--- config.mk ---
export PLATFORM = sky130hd
export DESIGN_NAME = vrf_read_port_pipe
export DESIGN_NICKNAME = d
export VERILOG_FILES = /design/src/rtl/vrf_read_port_pipe.sv
export SDC_FILE = /design/constraint.sdc
export NUM_CORES = 1
export LEC_CHECK = 0
export BUFFER_PORTS_ARGS = -buffer_cell sky130_fd_sc_hd__buf_2
export CORE_MARGIN = 5
export CORE_UTILIZATION = 38
export DETAILED_ROUTE_END_ITERATION = 10
export HOLD_SLACK_MARGIN = 0.05
export SLEW_MARGIN = 30
export SYNTH_ARGS = -nofsm -noshare
export SYNTH_HDL_FRONTEND = slang
export SYNTH_SLANG_ARGS = --single-unit
--- constraint.sdc ---
create_clock -name clock -period 1.9 [get_ports clock]
set_input_delay 0.38 -clock clock [delete_from_list [all_inputs] [get_ports clock]]
set_output_delay 0.38 -clock clock [all_outputs]
set_load 0.01 [all_outputs]
--- src/rtl/vrf_read_port_pipe.sv ---
`default_nettype none
// ============================================================================
// vrf_read_port_pipe : per-bank VRF read port with tag pipe, response queue
// and credit flow control. Optional parity check: VRF_READ_PARITY_EN.
// Revision: 1.0
// ============================================================================
module vrf_read_port_pipe #(
  parameter int DATA_WIDTH   = 32,
  parameter int READ_LATENCY = 2,
  parameter int QUEUE_DEPTH  = 4
) (
  input  logic                  clock,
  input  logic                  reset,
  input  logic                  io_req_valid,
  output logic                  io_req_ready,
  input  logic [4:0]            io_req_bits_vs,
  input  logic [4:0]            io_req_bits_offset,
  input  logic [3:0]            io_req_bits_readSource,
  input  logic [2:0]            io_req_bits_instructionIndex,
  output logic                  sram_en,
  output logic [9:0]            sram_addr,
  input  logic [DATA_WIDTH-1:0] sram_rdata,
`ifdef VRF_READ_PARITY_EN
  input  logic                  sram_rparity,
  output logic                  io_resp_bits_parityError,
`endif
  output logic                  io_resp_valid,
  input  logic                  io_resp_ready,
  output logic [DATA_WIDTH-1:0] io_resp_bits_data,
  output logic [3:0]            io_resp_bits_readSource,
  output logic [2:0]            io_resp_bits_instructionIndex
);

  localparam int CW = $clog2(QUEUE_DEPTH + 1);
  localparam int PW = $clog2(QUEUE_DEPTH);
`ifdef VRF_READ_PARITY_EN
  localparam int EW = DATA_WIDTH + 8;
`else
  localparam int EW = DATA_WIDTH + 7;
`endif

  logic                    req_fire;
  logic                    resp_fire;
  logic                    push;
  logic [READ_LATENCY-1:0] pipe_valid;
  logic [3:0]              pipe_src [READ_LATENCY];
  logic [2:0]              pipe_idx [READ_LATENCY];
  logic [EW-1:0]           q_mem [QUEUE_DEPTH];
  logic [EW-1:0]           push_entry;
  logic [EW-1:0]           head;
  logic [PW-1:0]           wptr;
  logic [PW-1:0]           rptr;
  logic [CW-1:0]           count;
  logic [CW-1:0]           outstanding;

  // A pop in this cycle frees its credit immediately, so a full block still
  // sustains one accept per cycle while the consumer drains.
  assign resp_fire    = io_resp_valid & io_resp_ready;
  assign io_req_ready = reset & ((outstanding < CW'(QUEUE_DEPTH)) | resp_fire);
  assign req_fire     = io_req_valid & io_req_ready;
  assign sram_en      = req_fire;
  assign sram_addr    = {io_req_bits_vs, io_req_bits_offset};

  assign push = pipe_valid[READ_LATENCY-1];
`ifdef VRF_READ_PARITY_EN
  assign push_entry = {((^sram_rdata) != sram_rparity), pipe_src[READ_LATENCY-1],
                       pipe_idx[READ_LATENCY-1], sram_rdata};
  assign io_resp_bits_parityError = head[DATA_WIDTH+7];
`else
  assign push_entry = {pipe_src[READ_LATENCY-1], pipe_idx[READ_LATENCY-1], sram_rdata};
`endif

  assign head                          = q_mem[rptr];
  assign io_resp_bits_data             = head[DATA_WIDTH-1:0];
  assign io_resp_bits_instructionIndex = head[DATA_WIDTH+2:DATA_WIDTH];
  assign io_resp_bits_readSource       = head[DATA_WIDTH+6:DATA_WIDTH+3];
  assign io_resp_valid                 = (count != '0);

  always_ff @(posedge clock or negedge reset) begin
    if (!reset) begin
      pipe_valid <= '0;
      for (int i = 0; i < READ_LATENCY; i++) begin
        pipe_src[i] <= '0;
        pipe_idx[i] <= '0;
      end
    end else begin
      pipe_valid[0] <= req_fire;
      if (req_fire) begin
        pipe_src[0] <= io_req_bits_readSource;
        pipe_idx[0] <= io_req_bits_instructionIndex;
      end
      for (int i = READ_LATENCY - 1; i > 0; i--) begin
        pipe_valid[i] <= pipe_valid[i-1];
        pipe_src[i]   <= pipe_src[i-1];
        pipe_idx[i]   <= pipe_idx[i-1];
      end
    end
  end

  // Credits cover the tag pipe too, so a push can never meet a full queue.
  always_ff @(posedge clock or negedge reset) begin
    if (!reset) begin
      wptr        <= '0;
      rptr        <= '0;
      count       <= '0;
      outstanding <= '0;
      for (int i = 0; i < QUEUE_DEPTH; i++) q_mem[i] <= '0;
    end else begin
      if (push) begin
        q_mem[wptr] <= push_entry;
        wptr        <= wptr + PW'(1);
      end
      if (resp_fire) rptr <= rptr + PW'(1);
      case ({push, resp_fire})
        2'b10:   count <= count + CW'(1);
        2'b01:   count <= count - CW'(1);
        default: count <= count;
      endcase
      case ({req_fire, resp_fire})
        2'b10:   outstanding <= outstanding + CW'(1);
        2'b01:   outstanding <= outstanding - CW'(1);
        default: outstanding <= outstanding;
      endcase
    end
  end

endmodule
`default_nettype wire

==> out/results.ini <==
[floorplanning]
fp.dieArea_mm2=0.02372
initial_utilization=0.3882
rows=52
io_pins=105
die_h_um=154.0
coreArea_mm2=0.02030
die_w_um=154.0

[worst_setup_path]
path_buf_inv=2
cp.required_ps=1520
crit_fanout=12
r2r_setup_slack_ps=-50
r2r_end=outstanding[2]
rr_startpoint=count[1]
slowest_stage=mux4_2
max_stage_delay_ps=550
crit_chain=buf_12, mux4_2, buf_6
r2r_cells=9
arrival_ps=1810
crit_path_end_kind=output port
cp-start-kind=flop
cpLargestDelayFamily=multiplexers
path_class=reg2out

[yosys]
ys.flop_type=dfrtp_1
avgSynthCellArea_um2=16.98
yosysTopAreaCellShare=0.5780
synth_area_leader_cell=dfrtp_1
synthArstFlopShare=1.000
netlist_instances=464
ys_top_cells_by_area=dfrtp_1 58%, mux2_2 22%, mux4_2 11%, buf_4 1.4%, mux2_4 1.3%
yosysWarnings=0
synth_edf_count=0
mappedNetlistArea_mm2=0.007880
synth_nets=525
yosysMostFrequentCell=dfrtp_1
synth_common_cells=182 x dfrtp_1, 156 x mux2_2, 39 x mux4_2
ys_ff_latch=182
yosysUniqueCellTypes=21
ys_seq_area_frac=0.5780

[cts]
cts_sinks=182
root_buffer=clkbuf_16
clk_pin_slew_ps=70
tritoncts=yes
clkLatencyLatePin_ps=430
cts_max_path_buffers=2
ctsHtreeMaxLevel=4
cts_buffers=17

[worst_hold_path]
whs_endpoint=pipe_idx[5]
worstHoldPathCells=2
hp-class=in2reg
hold_path.startpoint=io_req_bits_instructionIndex[2]

[timing]
relSlewSlack=0.6129
rsz0062_at_grt=true
drv_slew=0
setup_viol=42
skew_ps=11.78
post-route-period-util=1.154
worstMarginPinSlew_ps=580.6
hold_viol_final=0
fmax_ghz=0.4560
layout_setup_ws_ps=-292.9
finalCriticalPeriod_ps=2193
holdWs_ps=181.1

[global_routing]
grt_util_all_layers=0.1425
grt_start_max_net_pins=183
antenna_found_initial=2
first_global_vias=4847
grt_overflow=0
grt_pass1_wl_mm=26.69

[placed_design]
dp_hpwl_mm=10.42
placed_cells=802
io_buffers=84
preCtsSetupSlack_ps=-67.05
routabilityCongestion=0.6785

[route]
drt_wl_total_mm=16.12
ant_nets=0
vias=4245
route.detailed.drc=0
routedWlPerCell_um=18.98
first_pass_iters=6
drtIter0Drc=173
avgViaCountPerCell=5.000

[status]
violations=setup timing
outcome=finished with violations

[cells_and_area]
diodes=0
utilization=0.4787
final.fill_count=1757
multi_input_area_mm2=0.003100
drive_above_1_share=0.6408
seq_area_mm2=0.004559
nets=627
fin_cells=849
syn2layout_area_growth_pct=23.31

[power_and_ir_drop]
power_switching_mw=5.477
clock_power_share=0.203
internal_power_mw=12.75
swShare=0.3005
power_density_mw_per_mm2=1876
pwr-share-seq=0.378
vdd_drop_max_uv=813.0
p_comb_frac=0.419
leakagePower_nw=4.232

[run]
maxCapViolCount=0

repair_timing:
action | in CTS | in global routing
setup buffers | 9 | 5
endpoints found under the setup margin | 43 | 46
hold buffers | 0 | 1
resized for setup | 32 | 18
pin swaps | 4 | 9
endpoints found under the hold margin | 0 | 62
flip-flops by register name (all words and copies together), names as in the netlist:
register and count:
rptr 2, wptr 2, pipe_idx 6, outstanding 3
q_mem 156, pipe_src 8, pipe_valid 2, count 3
cells by family after synthesis:
logic type,share of synthesized area
buffers and inverters,0.03557
AND/OR/NAND/NOR,0.005241
multiplexers,0.3503
flip-flops,0.5780
XOR/XNOR,0.01000
AO/OA/AOI/OAI,0.006351
adder cells (fa/ha/maj),0.01461
cells in the final DEF (no fill, tap or decap), types with 4 or more instances in the layout:
cell type  instances
dfrtp_1          180
mux2_2           156
buf_2             53
mux4_2            39
buf_6             35
buf_4             18
clkbuf_16         17
buf_12            10
inv_1              7
mux2_4             7
inv_2              4
nand2_2            4
xor2_1             4
xnor2_1            4
ha_1               4
clkinv_4           4
through the flow:
stage               setup TNS [ps]  area, um^2  power [mW]
finish                      -10430        9717       18.23
global route                -14010        9717       19.35
CTS                         -12030        9565       18.16
detailed placement          -67.05        8701       13.63
global placement                 0        8701       13.20
floorplan                   -105.6        7885       11.19
layer usage:
layer	up-vias	share of wire	GRT usage
met5	-	0.0013	0
met4	4	0.012	0.04079
met3	20	0.050	0.04497
met2	83	0.50	0.2296
met1	2258	0.43	0.1864
li1	1880	-	-
layout make-up:
| class | count | share of cell area |
|---|---|---|
| sequential | 182 | 0.4692 |
| clock inverter | 14 | 0.01970 |
| multi-input combinational | 235 | 0.3191 |
| clock buffer | 18 | 0.04520 |
| tap | 270 | 0.03477 |
| timing repair buffer | 119 | 0.1078 |
| inverter | 11 | 0.004249 |
worst reg2reg max path: stages (launching register included):
cell and delay [ps]:
dfrtp_1 430, o31ai_4 350, a21oi_4 110, inv_2 80, ha_4 120, inv_2 30, fa_2 330, xor2_1 140
nor2_1 130, xor2_1 150
power by group through the flow:
stage                     clock network, mW  logic, mW  registers (mW)
after floorplan                           0       4.69            6.50
after global placement                    0       6.42            6.77
after detailed placement                  0       6.66            6.97
after CTS                              3.81       7.48            6.88
after global routing                   3.97       8.24            7.13
final                                  3.70       7.65            6.88
worst max path at each step:
stage	startpoint	endpoint	slack, ps	cells past startpoint
floorplan	count[0]	outstanding[2]	-110	9
global placement	count[1]	outstanding[2]	10	9
detailed placement	count[1]	outstanding[2]	-70	9
CTS	rptr[0]	io_resp_bits_instructionIndex[2]	-340	3
global route	rptr[0]	io_resp_bits_data[15]	-380	3
finish	rptr[0]	io_resp_bits_instructionIndex[1]	-290	3
No activity file was read; power rests on OpenSTA's default activity.
